$ cat config.mk
export PLATFORM = sky130hd
export DESIGN_NAME = tt_um_serial_adder
export DESIGN_NICKNAME = d
export VERILOG_FILES = /design/src/rtl/tt_serial_adder_pkg.sv /design/src/rtl/tt_um_serial_adder_fa_cell.sv /design/src/rtl/tt_um_serial_adder.sv
export SDC_FILE = /design/constraint.sdc
export NUM_CORES = 1
export LEC_CHECK = 0
export CORE_MARGIN = 8
export CORE_UTILIZATION = 50
export CTS_CLUSTER_DIAMETER = 50
export DETAILED_ROUTE_END_ITERATION = 7
export DONT_BUFFER_PORTS = 1
export GPL_TIMING_DRIVEN = 1
export PLACE_DENSITY = 0.68
export SYNTH_ARGS = -nofsm -noshare
export SYNTH_HDL_FRONTEND = slang
export SYNTH_SLANG_ARGS = --single-unit
$ cat constraint.sdc
create_clock -name clk -period 1.56 [get_ports clk]
set_input_delay 0.078 -clock clk [delete_from_list [all_inputs] [get_ports clk]]
set_output_delay 0.078 -clock clk [all_outputs]
set_load 0.1 [all_outputs]
$ cat src/rtl/tt_serial_adder_pkg.sv
// Shared types and bit positions for the bit-serial add/subtract tile.
package tt_serial_adder_pkg;

  typedef enum logic [1:0] {
    ST_IDLE = 2'd0,
    ST_RUN  = 2'd1,
    ST_DONE = 2'd2
  } state_e;

  localparam int LOAD_A = 0;
  localparam int LOAD_B = 1;
  localparam int START  = 2;
  localparam int SUB    = 3;

  localparam int BUSY  = 4;
  localparam int DONE  = 5;
  localparam int CARRY = 6;
  localparam int OVF   = 7;

  localparam logic [7:0] UIO_OE_MASK = 8'hF0;

  typedef struct packed {
    logic load_a;
    logic load_b;
    logic start;
    logic sub;
  } ctrl_t;

  function automatic ctrl_t decode_ctrl(input logic [7:0] uio);
    ctrl_t c;
    c.load_a = uio[LOAD_A];
    c.load_b = uio[LOAD_B];
    c.start  = uio[START];
    c.sub    = uio[SUB];
    return c;
  endfunction

endpackage

$ cat src/rtl/tt_um_serial_adder_fa_cell.sv
// Combinational full adder assembled from two half adders and an OR.
module fa_cell (
  input  logic a,
  input  logic b,
  input  logic cin,
  output logic s,
  output logic cout
);

  logic hs_ab;
  logic hc_ab;
  logic hc_cin;

  assign hs_ab  = a ^ b;
  assign hc_ab  = a & b;
  assign s      = hs_ab ^ cin;
  assign hc_cin = hs_ab & cin;
  assign cout   = hc_ab | hc_cin;

endmodule

$ cat src/rtl/tt_um_serial_adder.sv
// Bit-serial WIDTH-bit add/subtract behind the Tiny Tapeout pinout, one bit per clock, LSB first.
// state   | meaning
// ST_IDLE | accepting loads/start, outputs hold last result
// ST_RUN  | shifting operands through the full-adder cell
// ST_DONE | result valid, done=1; loads or start still accepted
module tt_um_serial_adder
  import tt_serial_adder_pkg::*;
#(
  parameter int WIDTH = 8
) (
  input  logic [7:0] ui_in,
  output logic [7:0] uo_out,
  input  logic [7:0] uio_in,
  output logic [7:0] uio_out,
  output logic [7:0] uio_oe,
  input  logic       ena,
  input  logic       clk,
  input  logic       rst_n
);

  localparam int CW = $clog2(WIDTH + 1);

  state_e           state_q;
  logic [WIDTH-1:0] op_a_q;
  logic [WIDTH-1:0] op_b_q;
  logic [WIDTH-1:0] sum_sh_q;
  logic [WIDTH-1:0] result_q;
  logic [CW-1:0]    cnt_q;
  logic             carry_q;
  logic             mode_sub_q;
  logic             flag_c_q;
  logic             flag_v_q;
  logic             busy_q;
  logic             done_q;

  ctrl_t            ctl_d;
  logic             any_load_d;
  logic             s_d;
  logic             cout_d;
  logic             last_bit_d;
  logic [WIDTH:0]   sum_cat_d;
  logic [WIDTH:0]   a_cat_d;
  logic [WIDTH:0]   b_cat_d;
  logic [WIDTH-1:0] sum_d;
  logic [WIDTH-1:0] op_a_d;
  logic [WIDTH-1:0] op_b_d;
  logic             unused_d;

  assign ctl_d      = decode_ctrl(uio_in);
  assign any_load_d = ctl_d.load_a | ctl_d.load_b;
  assign last_bit_d = (cnt_q == CW'(WIDTH - 1));

  fa_cell u_fa (
    .a    (op_a_q[0]),
    .b    (op_b_q[0]),
    .cin  (carry_q),
    .s    (s_d),
    .cout (cout_d)
  );

  // Operands rotate rather than shift so a repeat start sees them intact after WIDTH cycles.
  assign sum_cat_d = {s_d, sum_sh_q};
  assign a_cat_d   = {op_a_q[0], op_a_q};
  assign b_cat_d   = {op_b_q[0], op_b_q};
  assign sum_d     = sum_cat_d[WIDTH:1];
  assign op_a_d    = a_cat_d[WIDTH:1];
  assign op_b_d    = b_cat_d[WIDTH:1];

  always_ff @(posedge clk or negedge rst_n) begin
    if (!rst_n) begin
      state_q    <= ST_IDLE;
      op_a_q     <= '0;
      op_b_q     <= '0;
      sum_sh_q   <= '0;
      result_q   <= '0;
      cnt_q      <= '0;
      carry_q    <= 1'b0;
      mode_sub_q <= 1'b0;
      flag_c_q   <= 1'b0;
      flag_v_q   <= 1'b0;
      busy_q     <= 1'b0;
      done_q     <= 1'b0;
    end else begin
      case (state_q)
        ST_IDLE, ST_DONE: begin
          if (any_load_d) begin
            if (ctl_d.load_a) op_a_q <= ui_in[WIDTH-1:0];
            if (ctl_d.load_b) op_b_q <= ui_in[WIDTH-1:0];
            state_q <= ST_IDLE;
            busy_q  <= 1'b0;
            done_q  <= 1'b0;
          end else if (ctl_d.start) begin
            mode_sub_q <= ctl_d.sub;
            carry_q    <= ctl_d.sub;
            if (ctl_d.sub) op_b_q <= ~op_b_q;
            cnt_q   <= '0;
            state_q <= ST_RUN;
            busy_q  <= 1'b1;
            done_q  <= 1'b0;
          end
        end
        ST_RUN: begin
          carry_q  <= cout_d;
          sum_sh_q <= sum_d;
          op_a_q   <= op_a_d;
          op_b_q   <= op_b_d;
          cnt_q    <= cnt_q + CW'(1);
          if (last_bit_d) begin
            result_q <= sum_d;
            flag_c_q <= cout_d;
            flag_v_q <= carry_q ^ cout_d;
            state_q  <= ST_DONE;
            busy_q   <= 1'b0;
            done_q   <= 1'b1;
          end
        end
        default: begin
          state_q <= ST_IDLE;
          busy_q  <= 1'b0;
          done_q  <= 1'b0;
        end
      endcase
    end
  end

  always_comb begin
    uo_out               = '0;
    uo_out[WIDTH-1:0]    = result_q;
    uio_out              = '0;
    uio_out[BUSY]        = busy_q;
    uio_out[DONE]        = done_q;
    uio_out[CARRY]       = flag_c_q;
    uio_out[OVF]         = flag_v_q;
  end

  assign uio_oe   = UIO_OE_MASK;
  assign unused_d = ^{ena, uio_in[7:4], ui_in, mode_sub_q};

endmodule
==> results of run 1 <==
[per-stage QoR]
stage	setup WS (ns)	std cells	instance area [sq um]	utilization
after detailed placement	0.0632	256	2070	0.529
after CTS	0.0461	276	2290	0.585
after floorplan	0.0349	213	2030	-
after global routing	0.0352	276	2300	0.587
after global placement	0.102	256	2070	0.529
final	0.107	276	2300	0.587
[sequential cells by signal, indices dropped and copies added, names as in the netlist]
name	count
op_b_q	8
carry_q	1
sum_sh_q	7
flag_c_q	1
state_q	2
uo_out	8
op_a_q	8
flag_v_q	1
cnt_q	4
[final timing paths]
path                             start     endpoint  slack, ns  cells past startpoint
max                         state_q[1]    uo_out[1]       0.11                      4
min                          uio_in[3]      carry_q       0.01                      2
max reg2reg                 state_q[1]    uo_out[1]       0.11                      4
min reg2reg                sum_sh_q[1]  sum_sh_q[1]       0.48                      2
max in group asynchronous        rst_n     cnt_q[3]       1.12                      2
min in group asynchronous        rst_n    op_a_q[6]       0.24                      2
[layout by cell type (no fill, tap or decap), types with 2 or more instances in the layout]
cell type,instances
sky130_fd_sc_hd__o22ai_1,8
sky130_fd_sc_hd__a31oi_1,3
sky130_fd_sc_hd__nor2b_1,4
sky130_fd_sc_hd__mux2_2,2
sky130_fd_sc_hd__clkbuf_8,6
sky130_fd_sc_hd__o211ai_1,5
sky130_fd_sc_hd__mux2i_1,4
sky130_fd_sc_hd__conb_1,12
sky130_fd_sc_hd__dfrtp_1,40
sky130_fd_sc_hd__buf_4,18
sky130_fd_sc_hd__a21oi_1,7
sky130_fd_sc_hd__clkbuf_1,2
sky130_fd_sc_hd__o21ai_0,11
sky130_fd_sc_hd__a211oi_1,3
sky130_fd_sc_hd__a22oi_1,5
sky130_fd_sc_hd__nand2_1,37
sky130_fd_sc_hd__mux2_1,7
sky130_fd_sc_hd__dlygate4sd3_1,11
sky130_fd_sc_hd__buf_12,2
sky130_fd_sc_hd__nor2_1,21
[kinds of logic (layout without fill, tap and decap cells)]
group                      count (synthesis)  in the layout  share of synthesized area
AOI/OAI and AO/OA                         48             48                      0.154
xor gates and xnor gates                   2              2                    0.00878
adders and majority gates                  2              2                     0.0163
buffers and inverters                     27             40                     0.0922
DFF                                       40             40                      0.502
muxes                                     13             13                     0.0708
other                                      2             12                    0.00376
and+or+nand+nor                           69             69                      0.152
[cell type report]
type | count | area [sq um]
multi-input combinational | 146 | 855
fill | 347 | 1620
sequential | 40 | 1000
clock buffer | 8 | 90.1
tap | 50 | 62.6
inverter | 1 | 3.75
timing repair buffer | 31 | 285
[report_power, final]
| group | total (W) | internal (W) | switching (W) |
|---|---|---|---|
| sequential | 0.00190 | 0.00151 | 0.000390 |
| combinational | 0.00263 | 0.000815 | 0.00182 |
| clock | 0.000696 | 0.000360 | 0.000335 |
| total | 0.00523 | 0.00269 | 0.00254 |
[repair_timing]
| action | 4_1_cts | 5_1_grt |
|---|---|---|
| setup endpoints to repair | 0 | 10 |
| endpoints found under the hold margin | 50 | 0 |
| resized for setup | 0 | 2 |
| hold buffers | 12 | 0 |
[synthesized netlist by cell type, types with 3 or more instances]
cell                        n
sky130_fd_sc_hd__nor2_1    21
sky130_fd_sc_hd__a211oi_1   3
sky130_fd_sc_hd__a21oi_1    8
sky130_fd_sc_hd__mux2i_1    4
sky130_fd_sc_hd__a22oi_1    5
sky130_fd_sc_hd__nor2b_1    4
sky130_fd_sc_hd__o211ai_1   5
sky130_fd_sc_hd__dfrtp_1   40
sky130_fd_sc_hd__nand2_1   37
sky130_fd_sc_hd__mux2_1     7
sky130_fd_sc_hd__o22ai_1    8
sky130_fd_sc_hd__a31oi_1    3
sky130_fd_sc_hd__buf_2      6
sky130_fd_sc_hd__buf_4     16
sky130_fd_sc_hd__o21ai_0   11
[routing by layer]
| metal | track usage | up-vias | share of wire |
|---|---|---|---|
| met3 | 0.0485 | 5 | 0.071 |
| li1 | - | 717 | - |
| met1 | 0.171 | 723 | 0.44 |
| met4 | 0.0667 | 0 | 0.019 |
| met2 | 0.217 | 40 | 0.47 |
| met5 | 0 | - | 0 |
==> impl_metrics.yaml, run 1 <==
run_status:
  status: "completed"
global_routing:
  groute.usage.overall: 0.140
  grt_overflow: 0
  vias_in_the_first_global_route: 1388
  grt_first_pass_wirelength_um: 6870
  grt_start_max_net_pins: 41
  grt_antenna_before_repair: 0
setup_path:
  cpMaxStageDelayCell: "sky130_fd_sc_hd__dfrtp_1"
  critPathLaunchType: "flop"
  cp_slowest_stage_delay_ns: 0.46
  max_fanout_on_critical_path: 12
  cp.arrival_ns: 1.63
  crit_family: "flip-flops"
  crit_chain: "nand2b_4 > nor3_4 > buf_12 > mux2_1"
  required_ns: 1.73
  timing.setup.critical_path_class: "reg2reg"
  critPathCaptureType: "flop"
  critPathBufInv: 1
timing:
  final.setup_skew_ns: 0.00569
  min_tclk_post_route_ns: 1.45
  rsz0062_at_grt: "no"
  relSlewSlack: 0.600
  maxClockFrequency_ghz: 0.688
  whs_ns: 0.0143
  worstMarginPinSlew_ns: 0.598
  hold_violations: 0
  final_clock_period_utilization_by_the_worst_path: 0.932
  slew_violations: 0
  tns_ns: 0
  finalSetupViolations: 0
clock_network:
  post-cts-setup-buffers: 0
  ctsRootBufferMaster: "sky130_fd_sc_hd__clkbuf_8"
  cts_made_buffers: 5
  clock_insertion_delay_worst_skew_ns: 0.29
  cts.sinks: 40
  cts-htree-levels: 2
  cts_tree: "done"
  cts_max_path_buffers: 2
  clock_edge_transition_at_the_registers_on_the_reported_setup_and_hold_paths_ns: 0.07
synthesis:
  netlist_instances: 203
  unique_cell_type_count_in_the_yosys_netlist: 37
  synth_area_leader_cell: "sky130_fd_sc_hd__dfrtp_1"
  seq_area_frac_synth: 0.502
  postSynth.asyncResetShare: 1.00
  synth_area_per_cell_sq_um: 9.83
  synth.top_cell.area_share: 0.502
  commonest_register_cell_after_synthesis: "sky130_fd_sc_hd__dfrtp_1"
  ys_seq_elements: 40
  synth_enable_flop_cells: 0
  netlist_top_cells_area: "sky130_fd_sc_hd__dfrtp_1, sky130_fd_sc_hd__nand2_1, sky130_fd_sc_hd__buf_4, sky130_fd_sc_hd__mux2_1, sky130_fd_sc_hd__nor2_1"
  total_number_of_yosys_warnings: 0
  cell_area_after_synthesis_sq_um: 2000
route:
  via_total_after_detailed_routing: 1485
  detail_route.iter0.violations: 65
  average_wire_per_standard_cell_um: 15.0
  drc: 0
  detail_route.wirelength_um: 4130
  drt.antenna.violating_nets: 0
  drt-pass1-iter-count: 5
  routed_via_density: 5.38
die:
  dieArea_sq_um: 6270
  std_cell_rows: 23
  design.core.area_sq_um: 3910
  floorplan.initialDensity: 0.510
  die_x_um: 79.2
  floorplan.io_pins: 43
  floorplan.die.height_um: 79.2
placement:
  finalWeightedCongestion: 0.833
  hpwl_um: 2820
  port_buffers: 0
finish:
  final_net_count: 246
  final_layout_size_suffix_gt1_frac: 0.155
  syn2layout_area_growth_pct: 15.1
  insertedDiodeCount: 0
pwr:
  power.density_cell_area_nw_per_um2: 2280
  report.power.total_w: 0.00523
  total_leakage_power_nw: 1.04
  irDropWorstVdd_v: 0.00105
flow_run:
  maxCapViolCount: 0
hold_path:
  worstHoldPathType: "in2reg"
No activity file was read; power rests on OpenSTA's default activity.
==> run 2: changes to the inputs <==
ABC_AREA = 1   (was default)
PLACE_DENSITY = default   (was 0.68)
clock period = 1.48 ns   (was 1.56 ns; I/O delays follow)
==> run 2 against run 1 <==
  * Final cell count increased by 17%
  * Wire length increased by 6.0%
  * Power rose by 7.6%
  * Utilization shrank 1.8 points
  * Register-to-register slack improved by 0.08 ns
  * Synthesized cell count increased by 30%
  * Fmax rose by 13%
  * Highest routed layer unchanged
==> impl_metrics.yaml, run 2 <==
run_status:
  status: "completed"
clock_network:
  cts_tree: "done"
  ctsRootBufferMaster: "sky130_fd_sc_hd__clkbuf_8"
  cts.sinks: 40
  cts_max_path_buffers: 2
  cts_made_buffers: 5
  cts-htree-levels: 2
  clock_insertion_delay_worst_skew_ns: 0.30
  clock_edge_transition_at_the_registers_on_the_reported_setup_and_hold_paths_ns: 0.08
placement:
  hpwl_um: 2870
  placed_cells_incl_taps: 311
  finalWeightedCongestion: 0.748
  port_buffers: 0
pwr:
  irDropWorstVdd_v: 0.00112
  pwr-share-clk: 0.136
  net-switching-power_w: 0.00288
  internal_cell_power_w: 0.00275
  p_sw_frac: 0.511
  total_leakage_power_nw: 1.22
  combinational_fraction_of_design_power: 0.522
  power.sequential.fraction: 0.342
  power.density_cell_area_nw_per_um2: 2440
  report.power.total_w: 0.00563
setup_path:
  max_fanout_on_critical_path: 3
  crit_chain: "fa_1 > xnor2_1 > o21ai_2"
  required_ns: 1.67
  critPathCaptureType: "flop"
  critPathLaunchType: "flop"
  cp_slowest_stage_delay_ns: 0.47
  cpMaxStageDelayCell: "sky130_fd_sc_hd__fa_1"
  timing.setup.critical_path_class: "reg2reg"
  cp.arrival_ns: 1.48
die:
  floorplan.die.height_um: 81.3
  die_x_um: 81.3
  design.core.area_sq_um: 4060
  dieArea_sq_um: 6620
  floorplan.io_pins: 43
  floorplan.initialDensity: 0.526
  std_cell_rows: 23
finish:
  layout_common_cells: "sky130_fd_sc_hd__nand2_1, sky130_fd_sc_hd__dfrtp_1, sky130_fd_sc_hd__o21ai_0, sky130_fd_sc_hd__nand3_1, sky130_fd_sc_hd__inv_1"
  leading_cell_type_in_the_layout_fill_and_taps_excluded: "sky130_fd_sc_hd__nand2_1"
  insertedDiodeCount: 0
  register_area_sq_um: 1000
  final_net_count: 294
  syn2layout_area_growth_pct: 8.15
  multiInputGateArea_sq_um: 900
  final_layout_size_suffix_gt1_frac: 0.161
  fill_cells: 376
  utilization: 0.569
  final_non_filler_cells: 324
synthesis:
  synth.top_cell.area_share: 0.469
  synth_enable_flop_cells: 0
  synth_area_leader_cell: "sky130_fd_sc_hd__dfrtp_1"
  synth_area_per_cell_sq_um: 8.09
  total_number_of_yosys_warnings: 0
  seq_area_frac_synth: 0.469
  cell_area_after_synthesis_sq_um: 2130
  unique_cell_type_count_in_the_yosys_netlist: 27
  ys_seq_elements: 40
  postSynth.asyncResetShare: 1.00
  netlist_top_cells_area: "sky130_fd_sc_hd__dfrtp_1, sky130_fd_sc_hd__nand2_1, sky130_fd_sc_hd__buf_4, sky130_fd_sc_hd__o21ai_0, sky130_fd_sc_hd__nand3_1"
  netlist_instances: 264
  most_frequently_used_cell_type_in_the_post_synthesis_netlist: "sky130_fd_sc_hd__nand2_1"
  commonest_register_cell_after_synthesis: "sky130_fd_sc_hd__dfrtp_1"
  synth.cells.most_frequent: "sky130_fd_sc_hd__nand2_1, sky130_fd_sc_hd__dfrtp_1, sky130_fd_sc_hd__o21ai_0, sky130_fd_sc_hd__nand3_1, sky130_fd_sc_hd__inv_1"
route:
  drt.antenna.violating_nets: 0
  detail_route.wirelength_um: 4380
  via_total_after_detailed_routing: 1612
  detail_route.iter0.violations: 103
  average_wire_per_standard_cell_um: 13.5
  drc: 0
  routed_via_density: 4.98
  drt-pass1-iter-count: 4
timing:
  hold_violations: 0
  tns_ns: 0
  min_tclk_post_route_ns: 1.29
  maxClockFrequency_ghz: 0.776
  rsz0062_at_grt: "no"
  finalSetupViolations: 0
  slew_violations: 0
  whs_ns: 0.0422
  final_clock_period_utilization_by_the_worst_path: 0.871
  final.setup_skew_ns: 0.00372
global_routing:
  grt_first_pass_wirelength_um: 7110
  grt_start_max_net_pins: 41
  vias_in_the_first_global_route: 1456
  groute.usage.overall: 0.139
  grt_antenna_before_repair: 0
  grt_overflow: 0
flow_run:
  maxCapViolCount: 0
hold_path:
  worstHoldPathType: "in2reg"
run 2: changes by cell type after synthesis, sizes merged, moves of 4 or more:
cell,change
o211ai,-5
inv,+20
a22oi,-5
nand3,+24
o22ai,-8
nor2,-14
a21oi,-6
mux2i,-4
o21ai,+24
nor2b,-4
nand2,+62
mux2,-9
run 2: final timing paths:
kind | start | endpoint | slack, ns | depth (start not counted)
worst min-delay path | ui_in[7] | op_a_q[7] | 0.04 | 4
worst max register to register | carry_q | flag_v_q | 0.19 | 3
worst min register to register | uo_out[5] | uo_out[5] | 0.48 | 2
max in group asynchronous | rst_n | op_a_q[5] | 1.02 | 2
worst max-delay path | carry_q | flag_v_q | 0.19 | 3
min in group asynchronous | rst_n | uo_out[1] | 0.26 | 2
run 2: repair_timing:
action                                  CTS  global route
endpoints found under the setup margin    0             1
hold buffers                              4             0
endpoints found under the hold margin    42             0
gates resized for setup                   0             2
buffers inserted                          0             0
run 2: logic make-up (layout without fill, tap and decap cells):
family | count (synthesis) | after routing | synth area share
adder cells (fa/ha/maj) | 2 | 2 | 0.0152
other | 2 | 12 | 0.00352
AND/OR/NAND/NOR | 133 | 134 | 0.265
flip-flops | 40 | 40 | 0.469
XOR/XNOR | 2 | 2 | 0.00821
buffers and inverters | 48 | 47 | 0.135
AO/OA/AOI/OAI | 37 | 37 | 0.104
run 2: routing by layer:
metal,GRT usage,wire length (um)
met1,0.181,2130
met2,0.200,1890
met3,0.0497,303
met4,0.0643,67
met5,0,0
run 2: power groups by stage:
stage | Combinational [W] | Sequential (W) | Clock (W)
after CTS | 0.00293 | 0.00193 | 0.000798
after global routing | 0.00321 | 0.00200 | 0.000837
after floorplan | 0.00195 | 0.00244 | 0
final | 0.00294 | 0.00192 | 0.000766
after global placement | 0.00285 | 0.00193 | 0
after detailed placement | 0.00287 | 0.00195 | 0
run 2: through the flow:
stage               area (sq um)  worst slack (ns)
CTS                         2290             0.139
global route                2310            0.0994
finish                      2310             0.191
floorplan                   2170             0.246
global placement            2150             0.169
detailed placement          2150             0.151
run 2: critical path: cells and delay by family (launching register included):
kind / cells / cell delay [ns]
XOR/XNOR: 1 / 0.22
AO/OA/AOI/OAI: 1 / 0.08
adder cells (fa/ha/maj): 1 / 0.47
flip-flops: 1 / 0.42
run 2: layout make-up:
class | instances | area share
sequential | 40 | 0.434
multi-input combinational | 187 | 0.390
timing repair buffer | 18 | 0.0726
clock buffer | 7 | 0.0374
inverter | 21 | 0.0363
tap | 50 | 0.0271
clock inverter | 1 | 0.00325
